`config.mk`:
```
export PLATFORM = sky130hd
export DESIGN_NAME = xc_sha3_idx_seq_flat
export DESIGN_NICKNAME = d
export VERILOG_FILES = /design/src/rtl/xc_sha3_idx_seq_if.sv /design/src/rtl/xc_sha3_idx_seq.sv /design/src/flat_wrapper.sv
export SDC_FILE = /design/constraint.sdc
export NUM_CORES = 1
export LEC_CHECK = 0
export CAP_MARGIN = 20
export CORE_MARGIN = 4
export CORE_UTILIZATION = 50
export DETAILED_ROUTE_END_ITERATION = 16
export PLACE_DENSITY_LB_ADDON = 0.3
export SETUP_SLACK_MARGIN = 0.2
export SYNTH_ARGS = -nofsm -noshare
export SYNTH_HDL_FRONTEND = slang
export SYNTH_SLANG_ARGS = --single-unit
```
`constraint.sdc`:
```
create_clock -name g_clk -period 15.5 [get_ports g_clk]
set_input_delay 1.55 -clock g_clk [delete_from_list [all_inputs] [get_ports g_clk]]
set_output_delay 1.55 -clock g_clk [all_outputs]
set_load 0.05 [all_outputs]
```
`src/rtl/xc_sha3_idx_seq_if.sv`:
```
`default_nettype none
// ============================================================================
//  Module   : xc_sha3_idx_seq_if
//  Brief    : Request / lane-address stream bundle for the SHA3 index sequencer.
//  Revision : 1.0 - initial release
// ============================================================================
interface xc_sha3_idx_seq_if #(
    parameter int ADDR_W  = 32,
    parameter int SHAMT_W = 2
);
    logic               req_valid;
    logic               req_ready;
    logic [ADDR_W-1:0]  req_base;
    logic [2:0]         req_mode;
    logic [SHAMT_W-1:0] req_shamt;
    logic               abort;
    logic               out_valid;
    logic               out_ready;
    logic [ADDR_W-1:0]  out_addr;
    logic [2:0]         out_x;
    logic [2:0]         out_y;
    logic               out_last;
    logic               busy;

    modport master (
        output req_valid, req_base, req_mode, req_shamt, abort, out_ready,
        input  req_ready, out_valid, out_addr, out_x, out_y, out_last, busy
    );

    modport slave (
        input  req_valid, req_base, req_mode, req_shamt, abort, out_ready,
        output req_ready, out_valid, out_addr, out_x, out_y, out_last, busy
    );
endinterface
`default_nettype wire

```
`src/rtl/xc_sha3_idx_seq.sv`:
```
`default_nettype none
// ============================================================================
//  Module   : xc_sha3_idx_seq
//  Brief    : Sweeps all 25 Keccak lanes per request, emitting base+(idx<<shamt).
//  Revision : 1.0 - initial release
// ============================================================================
module xc_sha3_idx_seq #(
    parameter int ADDR_W  = 32,
    parameter int SHAMT_W = 2
) (
    input  wire logic          g_clk,
    input  wire logic          g_rst,
    xc_sha3_idx_seq_if.slave   bus
);
    localparam int c_SH_W = 5 + (2 ** SHAMT_W) - 1;

    typedef enum logic [0:0] {
        S_IDLE = 1'b0,
        S_RUN  = 1'b1
    } state_t;

    state_t             r_state;
    logic [ADDR_W-1:0]  r_base;
    logic [2:0]         r_mode;
    logic [SHAMT_W-1:0] r_shamt;
    logic [2:0]         r_x;
    logic [2:0]         r_y;
    logic [ADDR_W-1:0]  r_addr;
    logic               r_last;
    logic [2:0]         w_nx;
    logic [2:0]         w_ny;

    // Lane index for one (x,y) under the given mode, then shifted and added to base.
    function automatic logic [ADDR_W-1:0] f_addr(
        input logic [ADDR_W-1:0]  base,
        input logic [2:0]         mode,
        input logic [SHAMT_W-1:0] shamt,
        input logic [2:0]         x,
        input logic [2:0]         y
    );
        logic [3:0]        s;
        logic [4:0]        p;
        logic [4:0]        idx;
        logic [c_SH_W-1:0] sh;
        case (mode)
            3'd1:    s = {1'b0, x} + 4'd1;
            3'd2:    s = {1'b0, x} + 4'd2;
            3'd3:    s = {1'b0, x} + 4'd4;
            default: s = {1'b0, x};
        endcase
        if (s >= 4'd5) s = s - 4'd5;
        p = {1'b0, x, 1'b0} + {2'b00, y} + {1'b0, y, 1'b0};
        if (mode == 3'd4) idx = {2'b00, y} + (p % 5'd5) * 5'd5;
        else              idx = {1'b0, s} + {2'b00, y} * 5'd5;
        sh = c_SH_W'(idx) << shamt;
        return base + ADDR_W'(sh);
    endfunction

    always_comb begin
        w_nx = r_x + 3'd1;
        w_ny = r_y;
        if (r_x == 3'd4) begin
            w_nx = 3'd0;
            w_ny = r_y + 3'd1;
        end
    end

    always_ff @(posedge g_clk) begin
        if (g_rst) begin
            r_state <= S_IDLE;
            r_base  <= '0;
            r_mode  <= '0;
            r_shamt <= '0;
            r_x     <= '0;
            r_y     <= '0;
            r_addr  <= '0;
            r_last  <= 1'b0;
        end else if (bus.abort) begin
            r_state <= S_IDLE;
            r_last  <= 1'b0;
        end else begin
            case (r_state)
                S_IDLE: begin
                    if (bus.req_valid) begin
                        r_state <= S_RUN;
                        r_base  <= bus.req_base;
                        r_mode  <= bus.req_mode;
                        r_shamt <= bus.req_shamt;
                        r_x     <= 3'd0;
                        r_y     <= 3'd0;
                        r_addr  <= f_addr(bus.req_base, bus.req_mode, bus.req_shamt, 3'd0, 3'd0);
                        r_last  <= 1'b0;
                    end
                end
                S_RUN: begin
                    if (bus.out_ready) begin
                        if (r_last) begin
                            r_state <= S_IDLE;
                            r_last  <= 1'b0;
                        end else begin
                            r_x    <= w_nx;
                            r_y    <= w_ny;
                            r_addr <= f_addr(r_base, r_mode, r_shamt, w_nx, w_ny);
                            r_last <= (w_nx == 3'd4) && (w_ny == 3'd4);
                        end
                    end
                end
                default: r_state <= S_IDLE;
            endcase
        end
    end

    // Abort blocks acceptance in the same cycle, hence the combinational gate.
    assign bus.req_ready = (r_state == S_IDLE) && !bus.abort;
    assign bus.out_valid = (r_state == S_RUN);
    assign bus.busy      = (r_state == S_RUN);
    assign bus.out_addr  = r_addr;
    assign bus.out_x     = r_x;
    assign bus.out_y     = r_y;
    assign bus.out_last  = r_last;
endmodule
`default_nettype wire

```
`src/flat_wrapper.sv`:
```
// flat-port wrapper written by rule: the top's interface ports become plain ports
module xc_sha3_idx_seq_flat 
#(
    parameter int ADDR_W  = 32,
    parameter int SHAMT_W = 2
)
  (g_clk, g_rst, bus_req_valid, bus_req_base, bus_req_mode, bus_req_shamt, bus_abort, bus_out_ready, bus_req_ready, bus_out_valid, bus_out_addr, bus_out_x, bus_out_y, bus_out_last, bus_busy);
  xc_sha3_idx_seq_if #(.ADDR_W(ADDR_W), .SHAMT_W(SHAMT_W)) bus_i ();
  input  wire logic g_clk;
  input  wire logic g_rst;
  input wire logic [$bits(bus_i.req_valid)-1:0] bus_req_valid;
  input wire logic [$bits(bus_i.req_base)-1:0] bus_req_base;
  input wire logic [$bits(bus_i.req_mode)-1:0] bus_req_mode;
  input wire logic [$bits(bus_i.req_shamt)-1:0] bus_req_shamt;
  input wire logic [$bits(bus_i.abort)-1:0] bus_abort;
  input wire logic [$bits(bus_i.out_ready)-1:0] bus_out_ready;
  output wire logic [$bits(bus_i.req_ready)-1:0] bus_req_ready;
  output wire logic [$bits(bus_i.out_valid)-1:0] bus_out_valid;
  output wire logic [$bits(bus_i.out_addr)-1:0] bus_out_addr;
  output wire logic [$bits(bus_i.out_x)-1:0] bus_out_x;
  output wire logic [$bits(bus_i.out_y)-1:0] bus_out_y;
  output wire logic [$bits(bus_i.out_last)-1:0] bus_out_last;
  output wire logic [$bits(bus_i.busy)-1:0] bus_busy;
  assign bus_i.req_valid = bus_req_valid;
  assign bus_i.req_base = bus_req_base;
  assign bus_i.req_mode = bus_req_mode;
  assign bus_i.req_shamt = bus_req_shamt;
  assign bus_i.abort = bus_abort;
  assign bus_i.out_ready = bus_out_ready;
  assign bus_req_ready = bus_i.req_ready;
  assign bus_out_valid = bus_i.out_valid;
  assign bus_out_addr = bus_i.out_addr;
  assign bus_out_x = bus_i.out_x;
  assign bus_out_y = bus_i.out_y;
  assign bus_out_last = bus_i.out_last;
  assign bus_busy = bus_i.busy;
  xc_sha3_idx_seq #(.ADDR_W(ADDR_W), .SHAMT_W(SHAMT_W)) u_core (.g_clk(g_clk), .g_rst(g_rst), .bus(bus_i));
endmodule
```
==> flow_results.xml <==
<?xml version="1.0" encoding="UTF-8"?>
<metrics>
  <group name="outcome">
    <metric name="run_status" unit="">complete, no violations</metric>
  </group>
  <group name="setup_path">
    <metric name="worst-r2r-cell-count" unit="">35</metric>
    <metric name="rrSetupSlack" unit="ns">7.00</metric>
    <metric name="cp.required" unit="ns">15.71</metric>
    <metric name="timing_worst_setup_path_type" unit="">flip-flop to flip-flop</metric>
    <metric name="slowest_stage" unit="">fa_1</metric>
    <metric name="critical_path.startpoint_type" unit="">flip-flop</metric>
    <metric name="crit_path_max_incr_delay" unit="ns">0.53</metric>
    <metric name="worstSetupEndpointType" unit="">flip-flop</metric>
    <metric name="worstPathMaxFanout" unit="">7</metric>
    <metric name="crit_top_cell" unit="">ha_1</metric>
    <metric name="r2r-start" unit="">u_core.bus.out_x[0]</metric>
    <metric name="timing.critical_path.arrival" unit="ns">8.71</metric>
    <metric name="r2r_end" unit="">u_core.bus.out_addr[15]</metric>
  </group>
  <group name="routing">
    <metric name="post_drt_via_cell_ratio" unit="">5.851</metric>
    <metric name="mean_routed_wirelength_per_cell" unit="µm">16.21</metric>
    <metric name="drc" unit="">0</metric>
    <metric name="drt_iter0_markers" unit="">556</metric>
    <metric name="wirelength" unit="µm">17190</metric>
    <metric name="number_of_iterations_in_the_first_detailed_routing_pass" unit="">5</metric>
    <metric name="routed-via-count" unit="">6208</metric>
    <metric name="antenna_viol_nets_final" unit="">0</metric>
  </group>
  <group name="floorplanning">
    <metric name="die_w" unit="µm">120.3</metric>
    <metric name="fp.dieArea" unit="µm²">14480</metric>
    <metric name="pin_count" unit="">84</metric>
    <metric name="start_util" unit="">0.5188</metric>
    <metric name="core_region_area" unit="µm²">12160</metric>
    <metric name="chipHeight" unit="µm">120.3</metric>
    <metric name="std_cell_rows" unit="">40</metric>
  </group>
  <group name="timing">
    <metric name="tightest_slew" unit="ns">1.167</metric>
    <metric name="final.min_clock_period" unit="ns">8.496</metric>
    <metric name="rsz0062_at_grt" unit="">no</metric>
    <metric name="setup_viol_count_final" unit="">0</metric>
    <metric name="fmaxAchievable" unit="GHz">0.1177</metric>
    <metric name="fin_worst_skew" unit="ns">0.01153</metric>
    <metric name="post-route-period-util" unit="">0.5481</metric>
    <metric name="setup_total_negative_slack" unit="ns">0</metric>
    <metric name="max_slew_margin" unit="">0.2201</metric>
    <metric name="hold_slack" unit="ns">0.4526</metric>
    <metric name="slew_violations" unit="">0</metric>
    <metric name="final_hold_viol_count" unit="">0</metric>
  </group>
  <group name="place">
    <metric name="gp_congestion" unit="">0.8848</metric>
    <metric name="place_area" unit="µm²">7248</metric>
    <metric name="dp_hpwl" unit="µm">12500</metric>
    <metric name="io_buffer_count" unit="">83</metric>
  </group>
  <group name="cells_and_area">
    <metric name="post_route_cells_drive_above_1_share" unit="">0.06495</metric>
    <metric name="finished_core_util" unit="">0.6207</metric>
    <metric name="layout.filler_cells" unit="">1102</metric>
    <metric name="final_area" unit="µm²">7548</metric>
    <metric name="syn2layout_area_growth" unit="%">19.63</metric>
    <metric name="antenna-diode-count" unit="">0</metric>
    <metric name="area.sequential" unit="µm²">1541</metric>
    <metric name="layout.nets" unit="">984</metric>
    <metric name="multi_input_comb_area" unit="µm²">4432</metric>
  </group>
  <group name="grt">
    <metric name="globalRoute.totalOverflow" unit="">0</metric>
    <metric name="grt_pass1_wl" unit="µm">28550</metric>
    <metric name="grt_pass1_vias" unit="">5757</metric>
    <metric name="grt_use_total" unit="">0.2399</metric>
    <metric name="antenna_found_initial" unit="">0</metric>
    <metric name="maximum_number_of_pins_on_one_net_before_global_route_repair" unit="">66</metric>
  </group>
  <group name="synth">
    <metric name="postSynthRegisterBits" unit="">77</metric>
    <metric name="synth_top_cell_by_area" unit="">dfxtp_1</metric>
    <metric name="synth-edff-count" unit="">0</metric>
    <metric name="yosys_warnings" unit="">0</metric>
    <metric name="synth_nets" unit="">923</metric>
    <metric name="ys_dominant_reg_cell" unit="">dfxtp_1</metric>
    <metric name="synth_area_per_cell" unit="µm²">7.630</metric>
    <metric name="synthesized_netlist_cell_count" unit="">827</metric>
    <metric name="synth_top_cells_by_count" unit="">nand2_1 (138), a21oi_1 (77), dfxtp_1 (77)</metric>
    <metric name="synth_top_cells_by_area" unit="">dfxtp_1 (24%), ha_1 (9.5%), nand2_1 (8.2%)</metric>
    <metric name="synthMostInstantiatedCell" unit="">nand2_1</metric>
    <metric name="netlist-cell-type-count" unit="">83</metric>
    <metric name="synth_async_sr_flop_share" unit="">0</metric>
    <metric name="post_synth_instance_area" unit="µm²">6310</metric>
    <metric name="synth.yosys.seq_area_share" unit="">0.2443</metric>
    <metric name="area_fraction_of_the_dominant_cell_type_after_synthesis" unit="">0.2443</metric>
  </group>
  <group name="job">
    <metric name="drv_cap" unit="">0</metric>
  </group>
  <group name="hold_path">
    <metric name="hold-path-endpoint" unit="">u_core.bus.out_addr[1]</metric>
    <metric name="worst_hold_path_cells" unit="">2</metric>
    <metric name="hold_start" unit="">u_core.bus.out_addr[1]</metric>
    <metric name="hp-class" unit="">flip-flop to flip-flop</metric>
  </group>
  <group name="cts">
    <metric name="cts_tree" unit="">built</metric>
    <metric name="clk_root_buffer_cell" unit="">clkbuf_16</metric>
    <metric name="clock_slew_at_the_register_clock_pins_of_the_worst_setup_and_hold_paths" unit="ns">0.07</metric>
    <metric name="cts_post_setup_buffers_inserted" unit="">0</metric>
    <metric name="cts_buffers" unit="">9</metric>
    <metric name="postCtsHoldBufs" unit="">0</metric>
    <metric name="clock_sink_count" unit="">77</metric>
    <metric name="clock_latency" unit="ns">0.35</metric>
    <metric name="cts_htree_levels" unit="">3</metric>
    <metric name="cts.repair.resized" unit="">0</metric>
    <metric name="cts_max_path_buffers" unit="">2</metric>
  </group>
  <group name="pwr">
    <metric name="cellLeakagePower" unit="nW">2.845</metric>
    <metric name="largest_vdd_supply_drop" unit="V">0.00008312</metric>
    <metric name="power_per_cell_area" unit="nW/µm²">73.51</metric>
  </group>
</metrics>
layer usage:
| metal | track usage | vias up | wire length (µm) |
|---|---|---|---|
| met3 | 0.05192 | 24 | 1394 |
| li1 | - | 3067 | - |
| met1 | 0.3344 | 2875 | 7949 |
| met2 | 0.3776 | 242 | 7610 |
| met5 | 0 | - | 0 |
| met4 | 0.06232 | 0 | 239 |
placed cells by master, fill, tap and decap left out, types with 6 or more instances in the layout:
cell,n
a211oi_1,6
a21o_1,15
a21oi_1,76
a22oi_1,10
buf_4,9
clkbuf_16,9
clkdlybuf4s50_1,82
dfxtp_1,77
fa_1,6
ha_1,48
inv_1,44
mux2i_1,14
nand2_1,138
nand2b_1,8
nand3_1,22
nand4_1,12
nor2_1,45
nor2b_1,6
nor3_1,23
nor3b_1,7
nor4_1,7
o21a_1,7
o21ai_0,28
o21ai_1,13
xnor2_1,37
xor2_1,24
worst max-delay path by stage:
stage | from | end | cells after the start
2_1_floorplan | u_core.bus.out_x[0] | u_core.bus.out_addr[22] | 36
3_3_place_gp | u_core.bus.out_x[0] | u_core.bus.out_addr[15] | 34
3_5_place_dp | u_core.bus.out_x[0] | u_core.bus.out_addr[15] | 35
4_1_cts | u_core.bus.out_x[0] | u_core.bus.out_addr[15] | 35
5_1_grt | u_core.bus.out_x[0] | u_core.bus.out_addr[15] | 35
6_report | u_core.bus.out_x[0] | u_core.bus.out_addr[15] | 35
state kept, by name, summed over array words and instances (netlist names):
signal and flops:
u_core.bus.out_addr 32, u_core.r_base 32, u_core.bus.out_x 3, u_core.bus.out_y 3
u_core.r_mode 3, u_core.r_shamt 2, u_core.bus.busy 1, u_core.bus.out_last 1
cells by family (layout without fill, tap and decap cells):
group,count (synthesis),in the layout,share of synthesized area
simple gates,308,308,0.2391
compound gates,218,218,0.2247
buf+inv,87,153,0.05433
flops,77,77,0.2443
xor+xnor,64,64,0.09241
fa+ha+maj,55,55,0.1158
mux,18,18,0.02935
stage by stage:
stage	worst slack [ns]	std cells	total power, mW
4_1_cts	7.007	1061	0.5585
6_report	7.004	1061	0.5549
2_1_floorplan	7.638	827	0.2976
5_1_grt	6.390	1061	0.5777
3_5_place_dp	6.998	1045	0.3411
3_3_place_gp	6.967	1044	0.3393
final cells by class:
cell class              instances  area share
clock buffers                   9     0.02984
clock inverters                 7    0.009945
inverters                      45     0.02271
multi-input cells             663      0.5871
flip-flops and latches         77      0.2042
well taps                     168     0.02785
repair buffers                 92      0.1183
critical path, delay by kind of cell, from the launching register on:
family | cells | cell delay (ns)
buf+inv | 6 | 0.78
flops | 1 | 0.34
fa+ha+maj | 11 | 3.50
compound gates | 8 | 1.95
simple gates | 6 | 0.86
xor+xnor | 4 | 0.92
where the power goes:
part	switching, mW	total [mW]	leakage, nW	internal [mW]
clock	0.0918	0.217	0.138	0.125
sequential	0.00980	0.218	0.628	0.208
combinational	0.0741	0.120	2.08	0.0462
No activity file was read; power rests on OpenSTA's default activity.
